File: src/rtl/bht_sat_predictor.sv
// Branch history table of 2-bit saturating counters with a registered prediction and a multi-cycle valid sweep.
// Optional macro BHT_BYPASS_EN forwards a same-cycle, same-index update into the prediction register.
module bht_sat_predictor #(
    parameter int BHT_ENTRIES = 128,
    parameter int VLEN        = 64,
    parameter int SWEEP_WIDTH = 8
) (
    input  logic            clk_i,
    input  logic            rst_i,
    input  logic            flush_bp_i,
    input  logic            debug_mode_i,
    input  logic            lookup_valid_i,
    input  logic [VLEN-1:0] vpc_i,
    input  logic            bht_update_valid_i,
    input  logic [VLEN-1:0] bht_update_pc_i,
    input  logic            bht_update_taken_i,
    output logic            bht_pred_valid_o,
    output logic            bht_pred_taken_o,
    output logic            busy_o
);

    localparam int IDX_W = $clog2(BHT_ENTRIES);
    localparam logic [IDX_W-1:0] PTR_STEP = IDX_W'(SWEEP_WIDTH);
    localparam logic [IDX_W-1:0] LAST_PTR = IDX_W'(BHT_ENTRIES - SWEEP_WIDTH);

    typedef enum logic {
        ST_SWEEP = 1'b0,
        ST_IDLE  = 1'b1
    } state_t;

    state_t           state_q, state_d;
    logic [IDX_W-1:0] ptr_q, ptr_d;

    logic             valid_q [BHT_ENTRIES];
    logic [1:0]       cnt_q   [BHT_ENTRIES];

    logic [IDX_W-1:0] lk_idx, upd_idx;
    logic             lk_en, upd_en;
    logic             upd_old_valid;
    logic [1:0]       upd_old_cnt, upd_new_cnt;
    logic             pred_valid_q, pred_taken_q;

    // Half-word aligned index; PC bit 0 and the untagged upper bits do not participate.
    assign lk_idx  = vpc_i[IDX_W:1];
    assign upd_idx = bht_update_pc_i[IDX_W:1];

    logic unused_pc_bits;
    assign unused_pc_bits = ^{vpc_i[VLEN-1:IDX_W+1], vpc_i[0],
                              bht_update_pc_i[VLEN-1:IDX_W+1], bht_update_pc_i[0]};

    // A flush in the same cycle wins over both lookup and update.
    assign lk_en  = (state_q == ST_IDLE) && lookup_valid_i && !flush_bp_i;
    assign upd_en = (state_q == ST_IDLE) && bht_update_valid_i && !debug_mode_i && !flush_bp_i;

    assign upd_old_valid = valid_q[upd_idx];
    assign upd_old_cnt   = cnt_q[upd_idx];

    always_comb begin
        upd_new_cnt = upd_old_cnt;
        if (!upd_old_valid) begin
            upd_new_cnt = bht_update_taken_i ? 2'b10 : 2'b01;
        end else if (bht_update_taken_i) begin
            if (upd_old_cnt != 2'b11) upd_new_cnt = upd_old_cnt + 2'b01;
        end else begin
            if (upd_old_cnt != 2'b00) upd_new_cnt = upd_old_cnt - 2'b01;
        end
    end

    always_ff @(posedge clk_i) begin
        if (rst_i) begin
            state_q <= ST_SWEEP;
            ptr_q   <= '0;
        end else begin
            state_q <= state_d;
            ptr_q   <= ptr_d;
        end
    end

    always_comb begin
        state_d = state_q;
        ptr_d   = ptr_q;
        case (state_q)
            ST_SWEEP: begin
                if (flush_bp_i) begin
                    ptr_d = '0;
                end else if (ptr_q == LAST_PTR) begin
                    state_d = ST_IDLE;
                    ptr_d   = '0;
                end else begin
                    ptr_d = ptr_q + PTR_STEP;
                end
            end
            default: begin
                if (flush_bp_i) begin
                    state_d = ST_SWEEP;
                    ptr_d   = '0;
                end
            end
        endcase
    end

    always_comb begin
        busy_o = (state_q == ST_SWEEP);
    end

    // Counters keep their value across sweeps; only the valid bits are cleared.
    always_ff @(posedge clk_i) begin
        if (!rst_i) begin
            if (state_q == ST_SWEEP) begin
                for (int i = 0; i < SWEEP_WIDTH; i++) begin
                    valid_q[ptr_q + IDX_W'(i)] <= 1'b0;
                end
            end else if (upd_en) begin
                valid_q[upd_idx] <= 1'b1;
            end
        end
    end

    always_ff @(posedge clk_i) begin
        if (upd_en) begin
            cnt_q[upd_idx] <= upd_new_cnt;
        end
    end

    always_ff @(posedge clk_i) begin
        if (rst_i) begin
            pred_valid_q <= 1'b0;
            pred_taken_q <= 1'b0;
        end else begin
`ifdef BHT_BYPASS_EN
            if (lk_en && upd_en && (lk_idx == upd_idx)) begin
                pred_valid_q <= 1'b1;
                pred_taken_q <= upd_new_cnt[1];
            end else begin
                pred_valid_q <= lk_en && valid_q[lk_idx];
                pred_taken_q <= lk_en && valid_q[lk_idx] && cnt_q[lk_idx][1];
            end
`else
            pred_valid_q <= lk_en && valid_q[lk_idx];
            pred_taken_q <= lk_en && valid_q[lk_idx] && cnt_q[lk_idx][1];
`endif
        end
    end

    assign bht_pred_valid_o = pred_valid_q;
    assign bht_pred_taken_o = pred_taken_q;

endmodule

File: config.mk
export PLATFORM = sky130hd
export DESIGN_NAME = bht_sat_predictor
export DESIGN_NICKNAME = d
export VERILOG_FILES = /design/src/rtl/bht_sat_predictor.sv
export SDC_FILE = /design/constraint.sdc
export NUM_CORES = 1
export LEC_CHECK = 0
export ABC_CLOCK_PERIOD_IN_PS = 11300
export BUFFER_PORTS_ARGS = -buffer_cell sky130_fd_sc_hd__buf_2
export CORE_MARGIN = 3
export CORE_UTILIZATION = 43
export DETAILED_ROUTE_END_ITERATION = 16
export PLACE_DENSITY = 0.61
export SLEW_MARGIN = 10
export SYNTH_ARGS = -nofsm -noshare
export SYNTH_HDL_FRONTEND = slang
export SYNTH_SLANG_ARGS = --single-unit
export TNS_END_PERCENT = 50
File: constraint.sdc
create_clock -name clk_i -period 11.3 [get_ports clk_i]
set_input_delay 2.26 -clock clk_i [delete_from_list [all_inputs] [get_ports clk_i]]
set_output_delay 2.26 -clock clk_i [all_outputs]
set_load 0.03 [all_outputs]
Word-level counts from Yosys, hierarchy flattened
Memories as Yosys holds them, arrays and structs flattened.
Cells that the tools add are included.
- register bits after elaboration: 10
- RAM bits: 384
- output and inout bits: 3
- memories kept: 2
- memory list (name ; words ; bits a word ; read ports ; clocked after memory_dff ; wr ports ; line ; text):
    cnt_q ; 128 ; 2 ; 2 ; 0 ; 1 ; 35 ; logic [1:0] cnt_q [BHT_ENTRIES];
    valid_q ; 128 ; 1 ; 2 ; 0 ; 8 ; 34 ; logic valid_q [BHT_ENTRIES];
- $add $sub $neg: 10
- eq/ne operators: 3
- multiplexer cells: 24
- bitwise gates (word level): 1
- reduce and logical (&&, ||, !) cells: 11
- operators with widths (cell ; count):
    two-way mux 7 bit ; 5
    adder 7 x 3 -> 7 bit, second input constant ; 4
    adder 7 x 2 -> 7 bit, second input constant ; 2
    two-way mux 1 bit ; 14
    two-way mux 2 bit ; 5
    adder 7 x 1 -> 7 bit, second input constant ; 1
    adder 7 x 4 -> 7 bit, second input constant ; 1
    equality test 7 bit, second input constant ; 1
    logical AND 1 bit ; 7
    inequality test 2 bit, second input constant ; 2
    adder 2 x 1 -> 2 bit, second input constant ; 1
    logical NOT 1 bit ; 2
    nonzero test 2 bit ; 1
    subtractor 2 x 1 -> 2 bit, second input constant ; 1
    inverter 1 bit ; 1
    OR reduction 1 bit ; 1

Longest topological paths before layout
Gate-level depths: netlist of run 1.
- depth after elaboration: 9
- gate-level depth with buffers: 14
- depth with buffers taken out: 8

Worst setup path after synthesis of run 1
OpenSTA, ideal clock, no wires.
- path type: input -> register
- from: in bht_update_pc_i[3]
- to: mem cnt_q[0][0] (data pin)
- setup time: 892 ps
- data arrival time: 7632 ps
- slack: 2776 ps
- stages on the path: 11
- path through: buf_6 -> buf_12 -> buf_12 -> inv_4 -> o22ai_1 -> a221oi_1 -> o22ai_1 -> or4_1 -> or4_4 -> o21bai_1 -> a21oi_1
- longest elaborated chain between the ends: 5
- elaborated cells between the ends (all ways): 10
- RTL lines (what ; line ; text):
    start, declared ; 15 ; input logic [VLEN-1:0] bht_update_pc_i,
    memory read (128 x 2 bit) ; n/a ;
    subtractor 2 x 1 -> 2 bit (tied with other cells) ; 65 ; if (upd_old_cnt != 2'b00) upd_new_cnt = upd_old_cnt - 2'b01;
    two-way mux 2 bit, on equally long branches ; 65, 63 ;
    two-way mux 2 bit ; 62 ; end else if (bht_update_taken_i) begin
    two-way mux 2 bit * ; 60 ; if (!upd_old_valid) begin
    net upd_new_cnt[0] ; 40 ; logic [1:0] upd_old_cnt, upd_new_cnt;
    end, declared ; 35 ;
The timed path passes the listed nets; every way through them passes the cells marked *.

Worst setup path in the final report of run 1
- from: in bht_update_pc_i[3]
- to: mem cnt_q[23][0] (data pin)
The elaborated chain is that of the path after synthesis.

==> results of run 1 <==
path summary, 6_finish.rpt:
path | start | endpoint | cells past startpoint
setup / recovery | bht_update_pc_i[3] | cnt_q[23][0] | 11
hold reg to reg | valid_q[4] | valid_q[4] | 2
setup reg to reg | valid_q[94] | cnt_q[23][0] | 9
hold / removal | valid_q[4] | valid_q[4] | 2
power by group:
part | internal, uW | total [uW] | switching (uW)
combinational | 75.5 | 266 | 190
clock | 720 | 1290 | 571
sequential | 1570 | 1570 | 0.879
worst max-delay path, stage by stage:
cell	delay [ns]
buf_4	0.33
buf_4	0.81
nand2b_2	0.52
nor3_1	0.08
a221oi_1	0.42
o22ai_1	0.19
or4_1	0.47
or4_4	0.49
o21bai_1	0.22
a21oi_4	0.77
buf_4	0.59
layout by cell type, fill, tap and decap left out, types with 5 or more instances in the layout:
cell type and instances:
a211oi_1 9, a21oi_1 154, a221o_1 9, a221oi_1 12, a22o_1 8, a22oi_1 15, a32o_1 16, and2_1 5
buf_2 19, buf_4 34, clkbuf_1 10, clkbuf_16 42, clkinv_1 8, clkinv_2 7, dfxtp_1 135, edfxtp_1 256
mux2_2 37, mux2i_1 43, mux4_2 99, nand2_1 67, nand2b_1 9, nand3_1 12, nand3b_1 5, nor2_1 306
nor2b_1 11, nor3_1 22, o211ai_1 5, o21ai_0 27, o221ai_1 18, o22ai_1 25, o2bb2ai_1 5, or2_2 6
through the flow:
step / hold slack, ns / instances / utilization
after CTS: 0.4899 / 2059 / 0.4787
after detailed placement: 0.4743 / 1985 / 0.4489
after global routing: 0.5104 / 2060 / 0.4788
final: 0.4917 / 2060 / 0.4788
after global placement: 0.4592 / 1985 / 0.4489
after floorplan: 0.4467 / 1493 / -
logic make-up after synthesis:
family,Yosys count,share of synthesized area
XOR/XNOR,2,0.0009527
adder cells (fa/ha/maj),4,0.002722
buffers and inverters,107,0.03130
flip-flops,391,0.5650
AND/OR/NAND/NOR,468,0.1083
multiplexers,183,0.1702
AO/OA/AOI/OAI,338,0.1216
area by class of cell:
type / instances / share of cell area
flip-flops and latches: 391 / 0.5151
multi-input cells: 995 / 0.3704
clock buffers: 54 / 0.05533
well taps: 539 / 0.03343
repair buffers: 53 / 0.01737
clock inverters: 20 / 0.006885
inverters: 7 / 0.001427
diodes: 1 / 0.0001241
registers in the layout, summed over array words and instances (netlist names):
register          flops
cnt_q               256
ptr_q                 4
state_q               1
bht_pred_taken_o      1
bht_pred_valid_o      1
valid_q             128
per-layer routing:
metal,wire length [um],vias up
li1,-,5741
met1,22980,6724
met2,26610,830
met3,5909,167
met4,2539,2
met5,7,-
==> results_dict.tcl, run 1 <==
set metrics [dict create \
    dr.first_iter.drc_count 1672 \
    cp-end-kind "register" \
    die_area_um2 45280 \
    core_um2 42130 \
    cts_tree "built" \
    grt_overflow 0 \
    row_count 75 \
    cts_made_buffers 41 \
    dieWidth_um 212.8 \
    final_max_slew_viol_count 0 \
    ys_types 72 \
    yosysWarnings 0 \
    clock_latency_ns 0.57 \
    wire_per_inst_um 28.17 \
    yosysTopAreaCellShare 0.4180 \
    start_util 0.4364 \
    cts_sinks 391 \
    drtAntennaViolNets 0 \
    vdd_drop_max_v 0.0001267 \
    period_share 0.6186 \
    grt_util_met3 0.05510 \
    cts-root-buf "clkbuf_16" \
    dr_total_vias 13460 \
    skew_ns 0.03636 \
    synth_ff_type "edfxtp_1" \
    power_leakage_uw 0.006724 \
    place.gp.congestion 0.8711 \
    pin_count 138 \
    slew_headroom 0.2180 \
    final_layout_size_suffix_gt1_frac 0.1829 \
    setup_viol 0 \
    tightestPinTransition_ns 1.169 \
    grt_max_degree 74 \
    synth_edf_count 256 \
    cts_hold_buffers 0 \
    synth_common_cells "306 x nor2_1, 256 x edfxtp_1, 155 x a21oi_1, 135 x dfxtp_1, 99 x mux4_2" \
    syn_area_per_cell_um2 12.32 \
    start_kind "primary input" \
    synth_area_leaders "edfxtp_1 42%, dfxtp_1 15%, mux4_2 12%, nor2_1 6.2%, a21oi_1 4.2%" \
    rrSetupSlack_ns 7.12 \
    clkTransAtPathRegs_ns 0.05 \
    fin_area_um2 20170 \
    finalPower_uw 3124 \
    wl_um 58040 \
    layout_setup_ws_ns 4.310 \
    die_height_um 212.8 \
    path_class "in2reg" \
    drtPass1Iterations 6 \
    cp.arrival_ns 7.26 \
    syn_nets 1632 \
    yosysTopAreaCell "edfxtp_1" \
    min_path_type "reg2reg" \
    regArea_um2 10390 \
    place_area_um2 18910 \
    synth-seq-cells 391 \
    yosysMostFrequentCell "nor2_1" \
    async_flop_share 0 \
    htree_levels 2 \
    place_ws_ns 3.825 \
    met2_usage 0.3983 \
    grt_pass1_vias 13330 \
    status "finished, final reports clean" \
    via_per_inst 6.536 \
    remaining_drc_errors 0 \
    post_cts_buffers 0 \
    final_nets 1628 \
    period_needed_ns 6.990 \
    multi_input_area_um2 7471 \
    clock.fmax_mhz 143.1 \
    io_buffers 23 \
    grt_antenna_before_repair 2 \
    synthCells 1493 \
    netlist_area_um2 18390 \
    cp_max_fo 60 \
    tns_ns 0 \
    power-per-cell-area_nw_per_um2 154.9 \
    drv_cap 0 \
    ys_seq_area_frac 0.5650 \
    cp.required_ns 11.57 \
    rsz0062_at_grt "no" \
    area.growth.synth_to_final_pct 9.696 \
    use_met1 0.3536 \
    clk_path_buf_depth 3 \
    final_hold_viol_count 0 \
    n_fill_cell 3752 \
    busiest_layer "met2" \
    hpwl_um 35980 \
    cts-resized-gates 0 \
    grt_pass1_wl_um 86420 \
    grtUsageTotal 0.2569 \
]
(Power assumes the default switching activity.)
==> run 2: changes to the inputs <==
--- a/config.mk
+++ b/config.mk
@@ -5,7 +5,7 @@
 export SDC_FILE = /design/constraint.sdc
 export NUM_CORES = 1
 export LEC_CHECK = 0
-export ABC_CLOCK_PERIOD_IN_PS = 11300
+export ABC_CLOCK_PERIOD_IN_PS = 7180
 export BUFFER_PORTS_ARGS = -buffer_cell sky130_fd_sc_hd__buf_2
 export CORE_MARGIN = 3
 export CORE_UTILIZATION = 43
==> constraint.sdc (replaced) <==
create_clock -name clk_i -period 7.18 [get_ports clk_i]
set_input_delay 1.436 -clock clk_i [delete_from_list [all_inputs] [get_ports clk_i]]
set_output_delay 1.436 -clock clk_i [all_outputs]
set_load 0.03 [all_outputs]
==> results_dict.tcl, run 2 (synthesized netlist as in run 1, its figures left out) <==
set metrics [dict create \
    layout_common_cells "306 x nor2_1, 256 x edfxtp_1, 154 x a21oi_1" \
    vdd_drop_max_v 0.0001946 \
    period_needed_ns 5.289 \
    period_share 0.7366 \
    drtAntennaViolNets 0 \
    dr_total_vias 13590 \
    tns_ns 0 \
    top_register "cnt_q" \
    core_um2 42130 \
    start_kind "primary input" \
    drtPass1Iterations 6 \
    area.growth.synth_to_final_pct 10.68 \
    fin_area_um2 20350 \
    row_count 75 \
    layout_setup_ws_ns 1.891 \
    final_layout_size_suffix_gt1_frac 0.1894 \
    cp.arrival_ns 5.53 \
    place.gp.congestion 0.8764 \
    io_buffers 23 \
    slew_headroom 0.1749 \
    wire_per_inst_um 28.38 \
    dieWidth_um 212.8 \
    clk_path_buf_depth 3 \
    path_class "in2reg" \
    die_height_um 212.8 \
    cts_made_buffers 42 \
    use_met1 0.3577 \
    final_hold_viol_count 0 \
    critPathLaunch "bht_update_pc_i[1]" \
    grt_overflow 0 \
    grt_pass1_wl_um 86330 \
    via_per_inst 6.563 \
    cp-end-kind "register" \
    setup_viol 0 \
    cts-root-buf "clkbuf_16" \
    die_area_um2 45280 \
    htree_levels 2 \
    hold_start "valid_q[13]" \
    status "finished, final reports clean" \
    post_cts_buffers 0 \
    wl_um 58770 \
    drv_cap 0 \
    tightestPinTransition_ns 1.235 \
    cp.required_ns 7.42 \
    cts_tree "built" \
    power-per-cell-area_nw_per_um2 248.3 \
    rsz0062_at_grt "no" \
    grtUsageTotal 0.2586 \
    cp_max_fo 72 \
    grt_pass1_vias 13310 \
    n_fill_cell 3741 \
    final_common_cell "nor2_1" \
    start_util 0.4364 \
    clkTransAtPathRegs_ns 0.06 \
    skew_ns 0.02223 \
    largest_reg_flops 256 \
    r2r-start "valid_q[92]" \
    place_area_um2 19000 \
    dr.first_iter.drc_count 1947 \
    clock_latency_ns 0.56 \
    cts_sinks 391 \
    cts-resized-gates 0 \
    pin_count 138 \
    min_path_type "reg2reg" \
    power_leakage_uw 0.006835 \
    hpwl_um 36800 \
    final_max_slew_viol_count 0 \
    place_ws_ns 1.413 \
    cts_hold_buffers 0 \
    remaining_drc_errors 0 \
    grt_max_degree 73 \
    busiest_layer "met2" \
    grt_antenna_before_repair 4 \
    top_regs "cnt_q: 256 flops, valid_q: 128 flops, ptr_q: 4 flops" \
    met2_usage 0.4053 \
    clock.fmax_mhz 189.1 \
    final_nets 1639 \
    grt_util_met3 0.04775 \
]
## run 2: cell types whose count changed in the layout (fill, tap and decap cells not counted), moves of 2 or more
cell        previous run  this run
clkbuf_1              10         8
buf_4                 34        43
bufinv_16              1         3
clkbuf_8               2         6
clkinvlp_4             3         0
## run 2: critical path: stages
cell and delay, ns:
buf_4 0.57, nand2b_1 0.75, o221ai_2 0.18, a221oi_2 0.40, o22ai_1 0.13, or4_1 0.53
or4_4 0.47, o21bai_1 0.22, a21oi_4 0.17, buf_4 0.59
## run 2: final cells by class
| class | instances | area, um2 | area share |
|---|---|---|---|
| clock inverter | 18 | 158.9 | 0.007808 |
| sequential | 391 | 10390 | 0.5105 |
| multi-input combinational | 995 | 7471 | 0.3671 |
| clock buffer | 57 | 1189 | 0.05840 |
| tap | 539 | 674.4 | 0.03314 |
| antenna | 1 | 2.502 | 0.0001230 |
| inverter | 7 | 28.78 | 0.001414 |
| timing repair buffer | 63 | 437.9 | 0.02152 |
## run 2: per-layer routing
metal / part of all wire / vias up
met3: 0.089 / 171
met1: 0.41 / 6861
met5: 0.00078 / -
met2: 0.46 / 812
li1: - / 5743
met4: 0.046 / 6
## run 2: power breakdown
group	total (uW)	switching, uW	internal, uW
registers	2470	1.42	2470
logic	428	303	125
clock network	2160	895	1260
## run 2: path summary, 6_finish.rpt
check / depth (start not counted) / endpoint / slack, ns
setup / recovery: 10 / cnt_q[73][0] / 1.89
hold / removal: 2 / valid_q[13] / 0.49
setup reg to reg: 9 / cnt_q[73][0] / 3.57
hold reg to reg: 2 / valid_q[13] / 0.49
## run 2: stage by stage
stage	hold slack, ns	power [uW]	cells	util
5_1_grt	0.5170	5179	2071	0.4830
4_1_cts	0.4910	5065	2070	0.4830
2_1_floorplan	0.4467	2783	1493	-
3_5_place_dp	0.4764	2935	1995	0.4510
6_report	0.4904	5052	2071	0.4830
3_3_place_gp	0.4624	2931	1995	0.4510
==> run 3: changes to the inputs <==
--- a/config.mk
+++ b/config.mk
@@ -5,12 +5,12 @@
 export SDC_FILE = /design/constraint.sdc
 export NUM_CORES = 1
 export LEC_CHECK = 0
-export ABC_CLOCK_PERIOD_IN_PS = 7180
+export ABC_CLOCK_PERIOD_IN_PS = 4500
 export BUFFER_PORTS_ARGS = -buffer_cell sky130_fd_sc_hd__buf_2
 export CORE_MARGIN = 3
 export CORE_UTILIZATION = 43
 export DETAILED_ROUTE_END_ITERATION = 16
-export PLACE_DENSITY = 0.61
+export PLACE_DENSITY = 0.64
 export SLEW_MARGIN = 10
 export SYNTH_ARGS = -nofsm -noshare
 export SYNTH_HDL_FRONTEND = slang
==> constraint.sdc (replaced) <==
create_clock -name clk_i -period 4.5 [get_ports clk_i]
set_input_delay 0.9 -clock clk_i [delete_from_list [all_inputs] [get_ports clk_i]]
set_output_delay 0.9 -clock clk_i [all_outputs]
set_load 0.03 [all_outputs]
==> results_dict.tcl, run 3 (synthesized netlist as in run 1, its figures left out) <==
set metrics [dict create \
    status "finished, final reports clean" \
    period_needed_ns 3.819 \
    clkTransAtPathRegs_ns 0.06 \
    r2r_cells 10 \
    tns_ns 0 \
    skew_ns 0.01516 \
    final_util 0.4974 \
    via_per_inst 6.489 \
    grt_util_met3 0.06303 \
    rrSetupSlack_ns 1.30 \
    core_um2 42130 \
    cts-root-buf "clkbuf_16" \
    cts_hold_buffers 0 \
    die_area_um2 45280 \
    layout_setup_ws_ns 0.6808 \
    pin_count 138 \
    clock_latency_ns 0.56 \
    final_hold_viol_count 0 \
    cp_common_cell "buf_4" \
    remaining_drc_errors 0 \
    critPathMaxStageDelay_ns 0.58 \
    setup_viol 0 \
    min_path_type "reg2reg" \
    slew_headroom 0.09833 \
    power_leakage_uw 0.007173 \
    area.growth.synth_to_final_pct 13.97 \
    fin_area_um2 20960 \
    final_max_slew_viol_count 0 \
    r2r-start "valid_q[92]" \
    cts_made_buffers 42 \
    htree_levels 2 \
    io_buffers 23 \
    final_common_cell "nor2_1" \
    dr_total_vias 13820 \
    busiest_layer "met2" \
    grt_pass1_wl_um 87350 \
    drtAntennaViolNets 0 \
    row_count 75 \
    grt_antenna_before_repair 2 \
    wl_um 58050 \
    layout_common_cells "306 x nor2_1, 256 x edfxtp_1, 154 x a21oi_1" \
    path_class "in2reg" \
    die_height_um 212.8 \
    final_layout_size_suffix_gt1_frac 0.2208 \
    cts_sinks 391 \
    vdd_drop_max_v 0.0002886 \
    post_cts_buffers 0 \
    cts-resized-gates 0 \
    critical_path.reg2reg.endpoint "cnt_q[95][0]" \
    wire_per_inst_um 27.25 \
    grt_overflow 0 \
    critPathSlowestCell "or4_1" \
    critPathLaunch "bht_update_pc_i[3]" \
    grtUsageTotal 0.2570 \
    rsz0062_at_grt "no" \
    dr.first_iter.drc_count 1820 \
    power-per-cell-area_nw_per_um2 388.8 \
    place_area_um2 19590 \
    whs_ns 0.4852 \
    top_register "cnt_q" \
    tightestPinTransition_ns 1.348 \
    grt_pass1_vias 13650 \
    cp-end-kind "register" \
    start_util 0.4364 \
    clock.fmax_mhz 261.8 \
    cp_max_fo 32 \
    final_nets 1697 \
    dieWidth_um 212.8 \
    cp.arrival_ns 4.12 \
    use_met1 0.3508 \
    cts_tree "built" \
    cp.required_ns 4.80 \
    clk_path_buf_depth 3 \
    drv_cap 0 \
    hpwl_um 38910 \
    start_kind "primary input" \
    place_ws_ns 0.1631 \
    endpoint "cnt_q[95][0]" \
    grt_max_degree 58 \
    path_cells "buf_4 > or2_2 > o22ai_1 > o21ai_0 > a21oi_1 > or4_1 > or4_4 > a211oi_1 > a21oi_4 > buf_12 > buf_4" \
    place.gp.congestion 0.9234 \
    drtPass1Iterations 6 \
    top_regs "cnt_q: 256 flops, valid_q: 128 flops, ptr_q: 4 flops" \
    largest_reg_flops 256 \
    period_share 0.8487 \
    met2_usage 0.3941 \
]
==> run 3: cell type report <==
| cell class | count | area [um2] |
|---|---|---|
| clock buffer | 53 | 1155 |
| fill | 3647 | 21180 |
| multi-input combinational | 995 | 7465 |
| timing repair buffer | 121 | 1036 |
| tap | 539 | 674.4 |
| sequential | 391 | 10390 |
| antenna | 1 | 2.502 |
| clock inverter | 23 | 206.4 |
| inverter | 7 | 28.78 |
==> run 3: through the flow <==
stage | power [uW] | std cells
after floorplan | 4438 | 1493
after global placement | 4767 | 2053
after detailed placement | 4772 | 2053
after CTS | 8169 | 2129
after global routing | 8379 | 2129
final | 8149 | 2130
==> run 3: worst max-delay path, delay by kind of cell <==
kind / cells / cell delay, ns
buffers and inverters: 3 / 0.79
and+or+nand+nor: 3 / 1.48
AOI/OAI and AO/OA: 5 / 0.91
==> run 3: worst min path at each step <==
| stage | start | to | cells after the start |
|---|---|---|---|
| after floorplan | valid_q[35] | valid_q[35] | 2 |
| after global placement | valid_q[30] | valid_q[30] | 2 |
| after detailed placement | valid_q[35] | valid_q[35] | 2 |
| after CTS | valid_q[35] | valid_q[35] | 2 |
| after global routing | valid_q[43] | valid_q[43] | 2 |
| final | valid_q[35] | valid_q[35] | 2 |
==> run 3: power breakdown <==
part	internal [uW]	switching, uW
registers	3930	2.18
clock network	1990	1450
logic	281	495
total	6200	1940
==> run 3: layer usage <==
metal / vias up / wire (um)
li1: 5875 / -
met1: 6834 / 22610
met3: 201 / 6401
met4: 2 / 2731
met2: 909 / 26290
met5: - / 11
